[src/rtl/hiscore_pkg.sv]
// rtl/hiscore_pkg.sv - shared states, modes and hiscore window constants
// Ports: none (package).
package hiscore_pkg;

  localparam int HS_SETTLE = 4;
  localparam int HS_RD_LAT = 1;
  localparam int HS_LEN_W  = 11;

  localparam logic [15:0] HS_SPRAM_BASE = 16'hD000;
  localparam logic [15:0] HS_VRAM0_BASE = 16'hE000;
  localparam logic [15:0] HS_VRAM1_BASE = 16'hE800;
  localparam int          HS_WIN_SIZE   = 2048;

  typedef enum logic [2:0] {
    ST_IDLE,
    ST_SETTLE,
    ST_RD_ADDR,
    ST_RD_WAIT,
    ST_RD_PUSH,
    ST_WR_WAIT,
    ST_WR_STROBE,
    ST_RELEASE
  } hs_state_t;

  typedef enum logic {
    HS_MODE_DUMP,
    HS_MODE_LOAD
  } hs_mode_t;

endpackage

[src/rtl/hiscore_addr_ctr.sv]
// rtl/hiscore_addr_ctr.sv - base/length latch, byte index counter and wrapping address
// Ports:
//   clk, RESET          clock, synchronous active-high reset
//   load                latch base_in/len_in and clear the index
//   base_in, len_in     transfer window sampled on load
//   inc                 advance the index by one byte
//   addr                base + idx, wrapping mod 2^16
//   addr_inc            base + idx + 1, wrapping (address of the next byte)
//   last                idx is the final byte (idx == len-1); meaningless when len == 0
//   len_zero            latched length is zero
module hiscore_addr_ctr
  import hiscore_pkg::*;
#(
  parameter int LEN_W = HS_LEN_W
) (
  input  logic             clk,
  input  logic             RESET,
  input  logic             load,
  input  logic [15:0]      base_in,
  input  logic [LEN_W-1:0] len_in,
  input  logic             inc,
  output logic [15:0]      addr,
  output logic [15:0]      addr_inc,
  output logic             last,
  output logic             len_zero
);

  logic [15:0]      base_q, base_d;
  logic [LEN_W-1:0] len_q, len_d;
  logic [LEN_W-1:0] idx_q, idx_d;

  always_comb begin
    base_d = base_q;
    len_d  = len_q;
    idx_d  = idx_q;
    if (load) begin
      base_d = base_in;
      len_d  = len_in;
      idx_d  = '0;
    end else if (inc) begin
      idx_d = idx_q + LEN_W'(1);
    end
  end

  always_ff @(posedge clk) begin
    if (RESET) begin
      base_q <= '0;
      len_q  <= '0;
      idx_q  <= '0;
    end else begin
      base_q <= base_d;
      len_q  <= len_d;
      idx_q  <= idx_d;
    end
  end

  // The 16-bit add wraps naturally, so a window straddling FFFF continues at 0000.
  assign addr     = base_q + 16'(idx_q);
  assign addr_inc = addr + 16'd1;
  assign len_zero = (len_q == '0);
  assign last     = (idx_q == (len_q - LEN_W'(1)));

endmodule

[src/rtl/hiscore_xfer.sv]
// rtl/hiscore_xfer.sv - hiscore port initiator: pause game, dump or restore a RAM byte range
// Ports:
//   clk, RESET                 clock, synchronous active-high reset
//   dump_req, load_req         start pulses (dump has priority); ignored while busy
//   cfg_base, cfg_len          window start address and byte count, sampled at start
//   busy, done                 transfer in progress / one-clock completion pulse
//   PAUSE_N, HSAD, HSDI, HSWE  hiscore port toward the video block
//   HSDO                       registered read data from the video block
//   out_dat/out_vld/out_rdy    dump byte stream
//   in_dat/in_vld/in_rdy       restore byte stream (in_rdy high exactly during the HSWE clock)
module hiscore_xfer
  import hiscore_pkg::*;
#(
  parameter int SETTLE = HS_SETTLE,
  parameter int RD_LAT = HS_RD_LAT,
  parameter int LEN_W  = HS_LEN_W
) (
  input  logic             clk,
  input  logic             RESET,
  input  logic             dump_req,
  input  logic             load_req,
  input  logic [15:0]      cfg_base,
  input  logic [LEN_W-1:0] cfg_len,
  output logic             busy,
  output logic             done,
  output logic             PAUSE_N,
  output logic [15:0]      HSAD,
  output logic [7:0]       HSDI,
  output logic             HSWE,
  input  logic [7:0]       HSDO,
  output logic [7:0]       out_dat,
  output logic             out_vld,
  input  logic             out_rdy,
  input  logic [7:0]       in_dat,
  input  logic             in_vld,
  output logic             in_rdy
);

  localparam int CNT_W = 8;

  hs_state_t        state_q, state_d;
  hs_mode_t         mode_q, mode_d;
  logic [CNT_W-1:0] cnt_q, cnt_d;
  logic             pause_n_q, pause_n_d;
  logic             busy_q, busy_d;
  logic             done_q, done_d;
  logic             hswe_q, hswe_d;
  logic             in_rdy_q, in_rdy_d;
  logic [7:0]       hsdi_q, hsdi_d;
  logic [7:0]       out_dat_q, out_dat_d;
  logic             out_vld_q, out_vld_d;
  logic [15:0]      hsad_q, hsad_d;

  logic             ctr_load, ctr_inc;
  logic [15:0]      ctr_addr, ctr_addr_inc;
  logic             ctr_last, ctr_len_zero;

  hiscore_addr_ctr #(.LEN_W(LEN_W)) u_addr_ctr (
    .clk      (clk),
    .RESET    (RESET),
    .load     (ctr_load),
    .base_in  (cfg_base),
    .len_in   (cfg_len),
    .inc      (ctr_inc),
    .addr     (ctr_addr),
    .addr_inc (ctr_addr_inc),
    .last     (ctr_last),
    .len_zero (ctr_len_zero)
  );

  // HSAD is loaded on the edge that enters RD_ADDR / WR_WAIT, so the address is
  // already on the port during those states; with the RAM's registered read the
  // byte is then ready by the last RD_WAIT clock.
  always_comb begin
    state_d   = state_q;
    mode_d    = mode_q;
    cnt_d     = cnt_q;
    pause_n_d = pause_n_q;
    busy_d    = busy_q;
    done_d    = 1'b0;
    hswe_d    = hswe_q;
    in_rdy_d  = in_rdy_q;
    hsdi_d    = hsdi_q;
    out_dat_d = out_dat_q;
    out_vld_d = out_vld_q;
    hsad_d    = hsad_q;
    ctr_load  = 1'b0;
    ctr_inc   = 1'b0;

    case (state_q)
      ST_IDLE: begin
        if (dump_req || load_req) begin
          mode_d    = dump_req ? HS_MODE_DUMP : HS_MODE_LOAD;
          ctr_load  = 1'b1;
          pause_n_d = 1'b0;
          busy_d    = 1'b1;
          cnt_d     = '0;
          state_d   = ST_SETTLE;
        end
      end

      ST_SETTLE: begin
        if (cnt_q == CNT_W'(SETTLE - 1)) begin
          cnt_d = '0;
          if (ctr_len_zero) begin
            state_d = ST_RELEASE;
          end else begin
            hsad_d  = ctr_addr;
            state_d = (mode_q == HS_MODE_DUMP) ? ST_RD_ADDR : ST_WR_WAIT;
          end
        end else begin
          cnt_d = cnt_q + CNT_W'(1);
        end
      end

      ST_RD_ADDR: begin
        cnt_d   = '0;
        state_d = ST_RD_WAIT;
      end

      ST_RD_WAIT: begin
        if (cnt_q == CNT_W'(RD_LAT - 1)) begin
          out_dat_d = HSDO;
          out_vld_d = 1'b1;
          state_d   = ST_RD_PUSH;
        end else begin
          cnt_d = cnt_q + CNT_W'(1);
        end
      end

      ST_RD_PUSH: begin
        if (out_rdy) begin
          out_vld_d = 1'b0;
          ctr_inc   = 1'b1;
          if (ctr_last) begin
            state_d = ST_RELEASE;
          end else begin
            hsad_d  = ctr_addr_inc;
            state_d = ST_RD_ADDR;
          end
        end
      end

      ST_WR_WAIT: begin
        if (in_vld) begin
          hsdi_d   = in_dat;
          hswe_d   = 1'b1;
          in_rdy_d = 1'b1;
          state_d  = ST_WR_STROBE;
        end
      end

      ST_WR_STROBE: begin
        hswe_d   = 1'b0;
        in_rdy_d = 1'b0;
        ctr_inc  = 1'b1;
        if (ctr_last) begin
          state_d = ST_RELEASE;
        end else begin
          hsad_d  = ctr_addr_inc;
          state_d = ST_WR_WAIT;
        end
      end

      ST_RELEASE: begin
        pause_n_d = 1'b1;
        busy_d    = 1'b0;
        done_d    = 1'b1;
        state_d   = ST_IDLE;
      end

      default: state_d = ST_IDLE;
    endcase
  end

  always_ff @(posedge clk) begin
    if (RESET) begin
      state_q   <= ST_IDLE;
      mode_q    <= HS_MODE_DUMP;
      cnt_q     <= '0;
      pause_n_q <= 1'b1;
      busy_q    <= 1'b0;
      done_q    <= 1'b0;
      hswe_q    <= 1'b0;
      in_rdy_q  <= 1'b0;
      hsdi_q    <= '0;
      out_dat_q <= '0;
      out_vld_q <= 1'b0;
      hsad_q    <= '0;
    end else begin
      state_q   <= state_d;
      mode_q    <= mode_d;
      cnt_q     <= cnt_d;
      pause_n_q <= pause_n_d;
      busy_q    <= busy_d;
      done_q    <= done_d;
      hswe_q    <= hswe_d;
      in_rdy_q  <= in_rdy_d;
      hsdi_q    <= hsdi_d;
      out_dat_q <= out_dat_d;
      out_vld_q <= out_vld_d;
      hsad_q    <= hsad_d;
    end
  end

  assign busy    = busy_q;
  assign done    = done_q;
  assign PAUSE_N = pause_n_q;
  assign HSAD    = hsad_q;
  assign HSDI    = hsdi_q;
  assign HSWE    = hswe_q;
  assign out_dat = out_dat_q;
  assign out_vld = out_vld_q;
  assign in_rdy  = in_rdy_q;

endmodule

[config.mk]
export PLATFORM = sky130hd
export DESIGN_NAME = hiscore_xfer
export DESIGN_NICKNAME = d
export VERILOG_FILES = /design/src/rtl/hiscore_pkg.sv /design/src/rtl/hiscore_addr_ctr.sv /design/src/rtl/hiscore_xfer.sv
export SDC_FILE = /design/constraint.sdc
export NUM_CORES = 1
export LEC_CHECK = 0
export CAP_MARGIN = 10
export CORE_MARGIN = 2
export CORE_UTILIZATION = 40
export DETAILED_ROUTE_END_ITERATION = 6
export HOLD_SLACK_MARGIN = 0.06
export PLACE_DENSITY = 0.71
export SYNTH_ARGS = -nofsm -noshare
export SYNTH_HDL_FRONTEND = slang
export SYNTH_HIERARCHICAL = 1
export SYNTH_SLANG_ARGS = --single-unit
[constraint.sdc]
create_clock -name clk -period 4.6 [get_ports clk]
set_input_delay 0.69 -clock clk [delete_from_list [all_inputs] [get_ports clk]]
set_output_delay 0.69 -clock clk [all_outputs]
set_load 0.01 [all_outputs]
Yosys cells after proc, flatten, opt, wreduce, memory -nomap -nowiden:

Cells that the tools add are included.

* flip-flop bits (word level): 87
* input bits: 49
* output and inout port bits: 38
* word-level logic and storage cells: 88

* add/subtract/negate cells: 5
* equality and inequality tests: 16
* multiplexer cells: 34
* reduce and logical (&&, ||, !) cells: 19

Operator list (count)
* 2-to-1 mux 16 bit: 4
* one-hot mux 16 bit (3 select lines): 1
* one-hot mux 8 bit (4 select lines): 1
* 2-to-1 mux 3 bit: 8
* 2-to-1 mux 8 bit: 3
* one-hot mux 3 bit (8 select lines): 1
* adder 16 x 1 -> 16 bit (second input constant): 1
* adder 16 x 11 -> 16 bit: 1
* != test 2 bit (second input constant): 7
* == test 3 bit (second input constant): 4
* adder 11 x 1 -> 11 bit (second input constant): 1
* == test 11 bit: 1
* logical NOT 11 bit: 1
* subtractor 11 x 1 -> 11 bit (second input constant): 1
* 2-to-1 mux 1 bit: 10
* one-hot mux 1 bit (2 select lines): 5
* AND reduction 2 bit: 5
* adder 8 x 1 -> 8 bit (second input constant): 1
* == test 8 x 2 -> 1 bit (second input constant): 1
* logical NOT 8 bit: 1
* == test 3 x 2 -> 1 bit (second input constant): 2
* AND reduction 3 bit: 2
* nonzero test 2 bit: 3
* AND reduction 5 bit: 1
* 8 further kinds: 8

Logic depth before layout (Yosys ltp):

Gate-level depths: netlist of run 1.

* depth after elaboration: 5
* mapped depth: 15
* gate-level depth less buffers: 12

Modules after synthesis:

Netlist of run 1, hierarchy kept.

Modules (own cells, without submodules)
* hiscore_addr_ctr: times used 1, cells each 310, area each 2678.8 µm², seq. area each 760.7 µm²
* hiscore_xfer: times used 1, cells each 268, area each 2432.3 µm², seq. area each 980.9 µm²

Worst setup path after synthesis of run 1:

Ideal clock, no wire load.

* path type: reg-to-reg
* from: register u_addr_ctr.len_q[2]
* to: register hsad_q[10], in the netlist HSAD[10]
* setup time: 0.081 ns
* data arrival time: 3.418 ns
* required time: 4.519 ns
* path slack: 1.102 ns
* stages on the path, launching flop included: 12
* path buffers: 2
* clock period less this slack: 3.498 ns
* cells stage by stage: dfxtp_1 > or4_1 > nor3_1 > nand2_1 > or3_1 > xnor2_1 > a2111oi_0 > o31ai_4 > and2_4 > buf_6 > buf_6 > a211oi_2

* cells in the longest elaborated chain, start to end: 5
* elaborated cells between the ends (all ways): 8
* those cells by class: add/sub (1); eq/ne (2); mux (3); reduce/logical (2)

RTL lines
* start, declared: line hiscore_addr_ctr.sv:29 `logic [LEN_W-1:0] len_q, len_d;`
* start signal, assigned: line hiscore_addr_ctr.sv:52 `len_q <= len_d;`
* subtractor 11 x 1 -> 11 bit (*): line hiscore_addr_ctr.sv:61 `assign last = (idx_q == (len_q - LEN_W'(1)));`
* == test 11 bit (*): line hiscore_addr_ctr.sv:61
* named net ctr_last: line hiscore_xfer.sv:56 `logic ctr_last, ctr_len_zero;`
* 2-to-1 mux 16 bit (*)
* 2-to-1 mux 16 bit
* one-hot mux 16 bit (3 select lines) (*)
* end signal, assigned: line hiscore_xfer.sv:202 `hsad_q <= hsad_d;`
* end, declared: line hiscore_xfer.sv:52 `logic [15:0] hsad_q, hsad_d;`

Mark *: on every way through the listed nets, which the timed path passes. The rest lies on a longest branch. The select of a mux whose other input is x is not followed.
A chain may end at the register's enable or synchronous reset.

Worst setup path in the final report of run 1:

* from: register u_addr_ctr.idx_q[0]
* to: register hsad_q[15], in the netlist HSAD[15]

* cells in the longest elaborated chain, start to end: 5
* elaborated cells between the ends (all ways): 8
* those cells by class: add/sub (2); eq/ne (1); mux (5)

RTL lines
* start, declared: line hiscore_addr_ctr.sv:30 `logic [LEN_W-1:0] idx_q, idx_d;`
* start signal, assigned: line hiscore_addr_ctr.sv:53 `idx_q <= idx_d;`
* adder 16 x 11 -> 16 bit (*): line hiscore_addr_ctr.sv:58 `assign addr = base_q + 16'(idx_q);`
* named net ctr_addr[6]: line hiscore_xfer.sv:55 `logic [15:0] ctr_addr, ctr_addr_inc;`
* adder 16 x 1 -> 16 bit (*): line hiscore_addr_ctr.sv:59 `assign addr_inc = addr + 16'd1;`
* named net ctr_addr_inc[15]: line hiscore_xfer.sv:55
* 2-to-1 mux 16 bit (*): line hiscore_xfer.sv:135, hiscore_xfer.sv:157
* 2-to-1 mux 16 bit: line hiscore_xfer.sv:132 `if (out_rdy) begin`
* one-hot mux 16 bit (3 select lines) (*): line hiscore_xfer.sv:90 `case (state_q)`

Marked as above.

==> results.md, run 1 <==
* DRT Pass-1 Iters at 4
* Skew final at just under 9 ps
* Diodes inserted at 0
* Status: complete, no violations
* CTS root buf: clkbuf_16
* HP Class: flop to flop
* Syn Inst Count at between 500 and 600
* Global Route Usage Sum at approximately 17%
* Iter 0 DRT Violations at 210
* Max Slew Vio Count at 0
* Slew HR at 31.6%
* TritonCTS sink count at 87
* Syn nets at 644
* WP data required at roughly 4900 ps
* Combinational Power Share at between 40% and 50%
* Crit Path Class: flop to flop
* Total Routed Length at roughly 11000 um
* Peak VDD IR at around 0.18 mV
* Commonest non-fill, non-tap cell in the layout: dfxtp_1
* Num CTS Buffers at 9
* RSZ-0062 raised after global routing: false
* GRT Residual Overflow at 0
* Net switching power at roughly 1100 uW
* Largest net degree at the start of global routing at 33
* Internal power at 1910 uW
* Die Wd at roughly 120 um
* Min cycle time layout at 3540 ps
* Post-place setup slack at roughly 1100 ps
* Total power at 2990 uW
* Io pins at just under 90
* Die area at around 14000 um^2
* Top FF cell, synth: dfxtp_1
* Portion of total power attributed to sequential cells at about a third
* DRC Markers at 0
* First-pass GRT wire length at about 19000 um
* Ys async rst share at 0%
* Routed WL per cell at ~14 um
* Synth Cell Area at ~5000 um^2
* Worst-Margin Slew at between 1000 and 1500 ps
* Estimated wirelength of the detail-placed design at between 8000 and 9000 um
* Min-Delay Path Depth at 2
* Final period util at about 77%
* Fmax at between 200 and 300 MHz
* # hold bufs at CTS at 0
* # Post-CTS Setup Buffers at 0
* Startpoint types: flop
* CTS tree: yes
* Post-cts sizing count at 0
* Yosys cell types at slightly below 70
* Layout cells sized above 1 at 7.57%
* Vias in the first global route at 3979
* Total core area at 12600 um^2
* Synth warn at 6
* Final setup TNS at 0 ps
* Final worst slack at ~1100 ps
* H-tree Lvls at 3
* Area Growth Syn to Fin at 23.6%
* Seq cells post-synth at 87
* Port Buffer Count at between 80 and 90
* DR vias at ~4300
* Synthesized area per cell at around 8.8 um^2
* Number of synthesized flops with an enable pin at 0
* Clock share of power at approximately a quarter
* Lkg Pwr at between 0.002 and 0.003 uW
* Vias per inst at roughly 5.3
* Final Setup Violations at 0
* Depth of the worst register-to-register path at 12
* Placed Instances at approximately 800
* Die H at between 100 and 150 um
* Flop2flop setup slack at between 1000 and 1500 ps
* Skew-Pair Late Insertion Delay at 340 ps
* Commonest non-fill, non-tap cells in the layout: dfxtp_1, clkdlybuf4s50_1, nor2_1
* Register area share after synthesis at between 30 and 40%
* CP arrival at about 3800 ps
* Maximum fanout along the worst path at 8
* Routability congestion estimate at 0.897
* Post-DRT Antenna Nets at 0
* Crit end category: flop
* Clk slew on worst S/H paths at roughly 70 ps
* Pwr per Cell Area at ~470 nW/um^2
* FP Rows at between 40 and 50
* Initial antenna violation count at 0
* Final hold violation count at 0
* Post-layout util at between 50% and 60%
* Switching share of power at between 30% and 40%
* Initial Utilization at between 40 and 50%
* Final Instance Count excl. Fillers at ~800
* CTS Buffer Depth at 2
* Final nets at about 710
* # Max-Cap Violations at 0
cells in the mapped netlist (all sizes together) (3+ instances only):
| library cell | count | area, um^2 |
|---|---|---|
| clkbuf | 24 | 90.1 |
| and3 | 8 | 50.1 |
| a311oi | 5 | 43.8 |
| nand4 | 11 | 68.8 |
| and2 | 7 | 46.3 |
| nor3 | 8 | 40.0 |
| xnor2 | 26 | 228 |
| mux2i | 55 | 551 |
| nand3 | 14 | 75.1 |
| nor3b | 4 | 30.0 |
| a211oi | 24 | 230 |
| ha | 16 | 200 |
| or2 | 4 | 25.0 |
| xor2 | 24 | 210 |
| nand2b | 6 | 45.0 |
| dfxtp | 87 | 1740 |
| inv | 18 | 67.6 |
| nor2 | 73 | 274 |
| o21a | 4 | 30.0 |
| buf | 13 | 93.8 |
| a31oi | 3 | 18.8 |
| a21oi | 40 | 204 |
| nand2 | 36 | 135 |
| o31ai | 3 | 36.3 |
| a211o | 3 | 26.3 |
| nor2b | 4 | 25.0 |
| nor4 | 5 | 46.3 |
| o21ai | 16 | 95.1 |
| or4 | 3 | 22.5 |
power by group through the flow:
stage	Sequential, uW	Clock, uW	Combinational [uW]
floorplan	1040	0	926
global placement	1060	0	1190
detailed placement	1070	0	1210
CTS	1050	739	1220
global route	1080	768	1340
finish	1050	721	1220
layout make-up:
| class | instances | area (um^2) |
|---|---|---|
| multi-input combinational | 436 | 3120 |
| clock inverter | 6 | 61.3 |
| sequential | 87 | 1740 |
| fill | 1138 | 6250 |
| tap | 172 | 215 |
| inverter | 18 | 67.6 |
| clock buffer | 10 | 229 |
| timing repair buffer | 90 | 886 |
through the flow:
stage,hold WS [ps],area (um^2)
2_1_floorplan,467,5110
3_3_place_gp,442,6030
3_5_place_dp,449,6030
4_1_cts,458,6320
5_1_grt,472,6320
6_report,455,6320
path summary, 6_finish.rpt:
kind | from | to
setup / recovery | u_addr_ctr/idx_q[0]$_SDFFE_PP0P_ | HSAD[15]$_SDFFE_PP0P_
hold / removal | HSDI[4]$_SDFFE_PP0P_ | HSDI[4]$_SDFFE_PP0P_
setup reg to reg | u_addr_ctr/idx_q[0]$_SDFFE_PP0P_ | HSAD[15]$_SDFFE_PP0P_
hold reg to reg | HSDI[4]$_SDFFE_PP0P_ | HSDI[4]$_SDFFE_PP0P_
registers in the layout, indices dropped and copies added, names as in the netlist:
| signal | cells |
|---|---|
| done | 1 |
| mode_q | 1 |
| u_addr_ctr/idx_q | 11 |
| u_addr_ctr/len_q | 11 |
| HSAD | 16 |
| out_vld | 1 |
| PAUSE_N | 1 |
| in_rdy | 1 |
| HSDI | 8 |
| u_addr_ctr/base_q | 16 |
| busy | 1 |
| out_dat | 8 |
| cnt_q | 8 |
| state_q | 3 |
critical path, stage by stage (launching register included):
cell and delay, ps:
dfxtp_1 400, ha_1 260, fa_1 400, a211o_1 360, a2111o_1 410, o311ai_4 140
o21ai_4 110, or3_4 430, nor4b_4 340, nand3_2 110, xnor2_1 140, mux2i_1 80
a211oi_1 240
layer usage:
layer / GRT usage, % / up-vias / wire, um
li1: - / 2193 / -
met1: 22.4 / 2029 / 5300
met3: 3.30 / 16 / 349
met2: 27.7 / 66 / 5540
met4: 7.22 / 0 / 218
met5: 0 / - / 0
logic make-up after synthesis:
| kind of cell | count (synthesis) | share of synthesized area (%) |
|---|---|---|
| AOI/OAI and AO/OA | 122 | 18.2 |
| xor gates and xnor gates | 50 | 8.57 |
| adders and majority gates | 17 | 4.31 |
| buffers and inverters | 55 | 4.92 |
| DFF | 87 | 34.1 |
| muxes | 56 | 11.0 |
| and+or+nand+nor | 191 | 18.9 |
Power figures use the tool's default switching activity.
==> inputs of run 2 (changes only) <==
- PLACE_DENSITY: 0.71 -> 0.73
- clock period: 4.6 -> 2.9 ns (I/O delays scaled with it)
==> results.md, run 2 (synthesis gave the netlist of run 1 again) <==
* CTS root buf: clkbuf_16
* Lkg Pwr at 0.00295 uW (+14%)
* Final Setup Violations at 11 (+11)
* Global Route Usage Sum at 17.9% (+0.83 points)
* Io pins at 87 (unchanged)
* Register area at 1750 um^2 (+0.22%)
* Skew final at 5.99 ps (-2.95 ps)
* Num CTS Buffers at 9 (unchanged)
* HP Class: flop to flop
* Placed cell area at 6440 um^2 (+6.8%)
* Initial antenna violation count at 0 (unchanged)
* Final instance area at 7030 um^2 (+11%)
* Post-DRT Antenna Nets at 0 (unchanged)
* Crit end category: flop
* Final nets at 765 (+8.1%)
* Total Routed Length at 12700 um (+11%)
* Final hold violation count at 0 (unchanged)
* Port Buffer Count at 86 (unchanged)
* Final hold slack at 460 ps (+4.94 ps)
* GRT Residual Overflow at 0 (unchanged)
* Routed WL per cell at 14.5 um (+3.9%)
* Routability congestion estimate at 0.872 (-2.8%)
* Skew-Pair Late Insertion Delay at 340 ps (about the same)
* Commonest non-fill, non-tap cell in the layout: clkdlybuf4s50_1
* Final period util at 105% (+28 points)
* Max Slew Vio Count at 0 (unchanged)
* Min cycle time layout at 3030 ps (-504 ps)
* Area Growth Syn to Fin at 37.6%
* Status: complete, but fails checks
* DRC Markers at 0 (unchanged)
* CTS tree: yes
* CTS Buffer Depth at 2 (unchanged)
* WP data required at 3150 ps (-1700 ps)
* Worst hold start: HSDI[5]$_SDFFE_PP0P_
* Die Wd at 117 um (unchanged)
* Commonest non-fill, non-tap cells in the layout: clkdlybuf4s50_1, dfxtp_1, nor2_1
* TritonCTS sink count at 87 (unchanged)
* CP startpoint: u_addr_ctr/base_q[0]$_SDFFE_PP0P_
* FP Rows at 41 (unchanged)
* Die H at 117 um (unchanged)
* CP delay by family, top: compound AO/OA/AOI/OAI gates
* CP arrival at 3290 ps (-500 ps)
* H-tree Lvls at 3 (unchanged)
* Diodes inserted at 0 (unchanged)
* Die area at 13700 um^2 (unchanged)
* Crit-path max cell delay at 410 ps (-20 ps)
* Initial Utilization at 40.7% (unchanged)
* Layout cells sized above 1 at 21.0% (+13 points)
* Post-layout util at 56.0% (+5.7 points)
* Maximum fanout along the worst path at 2 (-6)
* Estimated wirelength of the detail-placed design at 9160 um (+7.1%)
* Slew HR at 51.7% (+20 points)
* Vias in the first global route at 4388 (+10%)
* Slowest cell on crit path: a2111o_1
* Startpoint types: flop
* WP buf/inv at 0 (unchanged)
* Worst-Margin Slew at 724 ps (-301 ps)
* Fillers at 1062 (-6.7%)
* Crit Path Class: flop to flop
* DRT Pass-1 Iters at 4 (unchanged)
* Pwr per Cell Area at 758 nW/um^2 (+60%)
* # hold bufs at CTS at 0 (unchanged)
* Total power at 5330 uW (+78%)
* Flop2flop setup slack at -130 ps (-1200 ps)
* DR vias at 4599 (+6.9%)
* Final worst slack at -133 ps (-1200 ps)
* Vias per inst at 5.25 (about the same)
* Largest net degree at the start of global routing at 40 (+21%)
* Crit path cell chain: ha_4 > fa_2 > a211o_1 > a2111o_1 > o311ai_4 > o21ai_4 > or3_4 > nor4b_4 > nand3_2 > xnor2_1 > mux2i_1 > a211oi_1
* Multi-input logic area at 3350 um^2 (+7.4%)
* Worst R2R Start: u_addr_ctr/base_q[0]$_SDFFE_PP0P_
* First-pass GRT wire length at 20000 um (+6.3%)
* Failing checks: negative setup slack
* Fmax at 330 MHz (+17%)
* # Max-Cap Violations at 0 (unchanged)
* Peak VDD IR at 0.312 mV (+77%)
* RSZ-0062 raised after global routing: true
* Total core area at 12600 um^2 (unchanged)
* Iter 0 DRT Violations at 321 (+53%)
* Clk slew on worst S/H paths at 70 ps (about the same)
==> run 2: cell count changes in the layout (fill, tap and decap cells not counted), moves of 3 or more <==
cell / before / now
clkinv_2: 3 / 0
dfxtp_2: 0 / 3
buf_6: 0 / 7
a21oi_1: 39 / 26
o21ai_0: 14 / 10
a21oi_2: 1 / 14
dfxtp_1: 87 / 84
a211oi_1: 14 / 7
o21ai_2: 1 / 4
buf_4: 4 / 53
a211oi_2: 10 / 17
==> run 2: path summary, 6_finish.rpt <==
kind,endpoint,depth (start not counted)
min,HSDI[5]$_SDFFE_PP0P_,2
min reg2reg,HSDI[5]$_SDFFE_PP0P_,2
max reg2reg,HSAD[15]$_SDFFE_PP0P_,12
max,HSAD[15]$_SDFFE_PP0P_,12
==> run 2: area by class of cell <==
cell class,instances,area share [%]
clock inverters,6,1.33
well taps,172,3.06
clock buffers,10,3.26
multi-input cells,437,47.6
inverters,18,0.961
flip-flops and latches,87,24.8
repair buffers,146,18.9
==> run 2: where the power goes <==
group,switching [uW],internal [uW]
clock,502,762
sequential,208,1430
combinational,1230,1200
==> run 2: stage by stage <==
stage	instances	setup WS [ps]	setup TNS (ps)
CTS	872	-113	-365
floorplan	578	-139	-288
finish	876	-133	-491
global route	876	-250	-2550
global placement	852	-141	-358
detailed placement	852	-196	-617
==> run 2: worst min-delay path, stage by stage, from the launching register on <==
cell     delay (ps)
dfxtp_1         310
nand2_1          50
a21oi_1          50
==> run 2: what timing repair did <==
action                     4_1_cts  5_1_grt
setup endpoints to repair        5       19
gates cloned                     0        2
pin swaps                        9       27
buffers inserted                 4        2
resized for setup                8       46
==> run 2: routing by layer <==
metal	share of wire (%)	GRT usage, %
met5	0	0
met4	1.5	6.12
met3	3.0	3.14
met2	51	30.6
met1	45	23.0
==> inputs of run 3 (changes only) <==
- PLACE_DENSITY: 0.73 -> 0.65
==> results.md, run 3 (synthesis gave the netlist of run 1 again) <==
* Initial antenna violation count at 0 (unchanged)
* Clock share of power at 21.8% (-1.9 points)
* Die H at 117 um (unchanged)
* DRT Pass-1 Iters at 4 (unchanged)
* Status: complete, but fails checks
* CTS Buffer Depth at 2 (unchanged)
* Post-DRT Antenna Nets at 0 (unchanged)
* CTS tree: yes
* First-pass GRT wire length at 20400 um (+1.6%)
* # Max-Cap Violations at 0 (unchanged)
* Skew final at 6.11 ps (+0.113 ps)
* Die Wd at 117 um (unchanged)
* Largest net degree at the start of global routing at 41 (+2.5%)
* Skew-Pair Late Insertion Delay at 340 ps (about the same)
* WL met1 at 5670 um (-0.44%)
* H-tree Lvls at 3 (unchanged)
* Layout cells sized above 1 at 18.3% (-2.7 points)
* Num CTS Buffers at 9 (unchanged)
* Port Buffer Count at 86 (unchanged)
* Worst-Margin Slew at 736 ps (+11.4 ps)
* Net switching power at 1780 uW (-7.9%)
* Fmax at 333 MHz (+1.1%)
* Routability congestion estimate at 0.849 (-2.6%)
* Final nets at 767 (+0.26%)
* Min cycle time layout at 3000 ps (-32.1 ps)
* Final worst slack at -101 ps (+32.1 ps)
* Final hold slack at 454 ps (-5.63 ps)
* Area Growth Syn to Fin at 35.3%
* Final hold violation count at 0 (unchanged)
* Vias per inst at 5.18 (-1.3%)
* CP delay by family, top: compound AO/OA/AOI/OAI gates
* DRC Markers at 0 (unchanged)
* Slew HR at 51.0% (-0.76 points)
* Maximum fanout along the worst path at 2 (unchanged)
* Post-place setup slack at -200 ps (-4.21 ps)
* Max Slew Vio Count at 0 (unchanged)
* Peak VDD IR at 0.343 mV (+9.8%)
* Pwr per Cell Area at 728 nW/um^2 (-3.9%)
* HP Class: flop to flop
* Met2 WL post-DR at 6120 um (-4.4%)
* Final period util at 103% (-1.1 points)
* Initial Utilization at 40.7% (unchanged)
* TritonCTS sink count at 87 (unchanged)
* FP Rows at 41 (unchanged)
* Total core area at 12600 um^2 (unchanged)
* Crit Path Class: flop to flop
* Diodes inserted at 0 (unchanged)
* Portion of total power attributed to sequential cells at 31.8% (+1.1 points)
* Estimated wirelength of the detail-placed design at 9090 um (-0.74%)
* Vias in the first global route at 4356 (-0.73%)
* # hold bufs at CTS at 0 (unchanged)
* Switching share of power at 35.4% (-0.92 points)
* Crit path cell chain: ha_4 > fa_2 > a211o_1 > a2111o_1 > o311ai_4 > o21ai_4 > or3_4 > nor4b_4 > nand3_2 > xnor2_2 > mux2i_1 > a211oi_1
* WP data required at 3160 ps (about the same)
* RSZ-0062 raised after global routing: true
* CP arrival at 3260 ps (-30 ps)
* Clk slew on worst S/H paths at 60 ps (about the same)
* Global Route Usage Sum at 18.6% (+0.66 points)
* WP buf/inv at 0 (unchanged)
* Lkg Pwr at 0.00294 uW (-0.27%)
* Combinational Power Share at 46.4% (+0.8 points)
* Crit-path max cell delay at 410 ps (about the same)
* CTS root buf: clkbuf_16
* Failing checks: negative setup slack
* Fillers at 1161 (+9.3%)
* Startpoint types: flop
* Commonest non-fill, non-tap cells in the layout: clkdlybuf4s50_1, dfxtp_1, nor2_1
* Routed WL per cell at 14.0 um (-3.2%)
* Die area at 13700 um^2 (unchanged)
* Slowest cell on crit path: a2111o_1
* Crit end category: flop
* Commonest non-fill, non-tap cell in the layout: clkdlybuf4s50_1
* Final Setup Violations at 6 (-5)
* DR WL met3 at 350 um (-6.4%)
* Io pins at 87 (unchanged)
* Total Routed Length at 12300 um (-3.1%)
* DR top layer: met4
* DR vias at 4544 (-1.2%)
* Total power at 5030 uW (-5.5%)
* Placed Instances at 851 (-0.12%)
* Final Instance Count excl. Fillers at 877 (+0.11%)
* GRT Residual Overflow at 0 (unchanged)
* Internal power at 3250 uW (-4.2%)
* Iter 0 DRT Violations at 153 (-52%)
## run 3: changes by cell type in the layout (fill, tap and decap cells not counted), sizes merged
cell / delta
and2: -1
buf: +3
bufinv: -2
clkbuf: +2
inv: -1
## run 3: repair_timing
item	in CTS	in global routing
cloned	0	1
gates resized for setup	11	15
hold endpoints to repair	0	0
buffers inserted	10	1
pin swaps	12	9
setup endpoints to repair	7	19
## run 3: worst min-delay path, delay by kind of cell (launching register included)
kind	cells	cell delay [ps]
flip-flops	1	310
AND/OR/NAND/NOR	1	50
AO/OA/AOI/OAI	1	50
## run 3: area by class of cell
type / instances / area [um^2] / share of cell area [%]
sequential: 87 / 1750 / 25.2
inverter: 18 / 67.6 / 0.977
tap: 172 / 215 / 3.11
timing repair buffer: 149 / 1350 / 19.6
clock inverter: 3 / 17.5 / 0.253
multi-input combinational: 436 / 3250 / 47.0
clock buffer: 12 / 267 / 3.85
## run 3: metrics by stage
stage	instance area [um^2]	utilization (%)	setup TNS (ps)
final	6910	55.0	-291
after global routing	6910	55.0	-1790
after CTS	6850	54.5	-184
after detailed placement	6440	51.3	-632
after global placement	6440	51.3	-351
after floorplan	5150	-	-288
## run 3: power by group through the flow
| stage | Sequential, uW | Clock, uW | Combinational, uW |
|---|---|---|---|
| 6_report | 1600 | 1100 | 2340 |
| 5_1_grt | 1640 | 1170 | 2560 |
| 4_1_cts | 1600 | 1120 | 2300 |
| 3_5_place_dp | 1620 | 0 | 2190 |
| 3_3_place_gp | 1620 | 0 | 2150 |
| 2_1_floorplan | 1650 | 0 | 1490 |
## run 3: worst paths after layout
path,start,end,slack (ps),cells after the start
hold / removal,HSDI[5]$_SDFFE_PP0P_,HSDI[5]$_SDFFE_PP0P_,450,2
setup / recovery,u_addr_ctr/idx_q[0]$_SDFFE_PP0P_,HSAD[15]$_SDFFE_PP0P_,-100,12
setup reg to reg,u_addr_ctr/idx_q[0]$_SDFFE_PP0P_,HSAD[15]$_SDFFE_PP0P_,-100,12
hold reg to reg,HSDI[5]$_SDFFE_PP0P_,HSDI[5]$_SDFFE_PP0P_,450,2
## run 3: layer usage
metal	vias to the layer above	track usage [%]
li1	2316	-
met1	2164	24.1
met2	51	31.4
met3	13	3.71
met4	0	5.73
met5	-	0
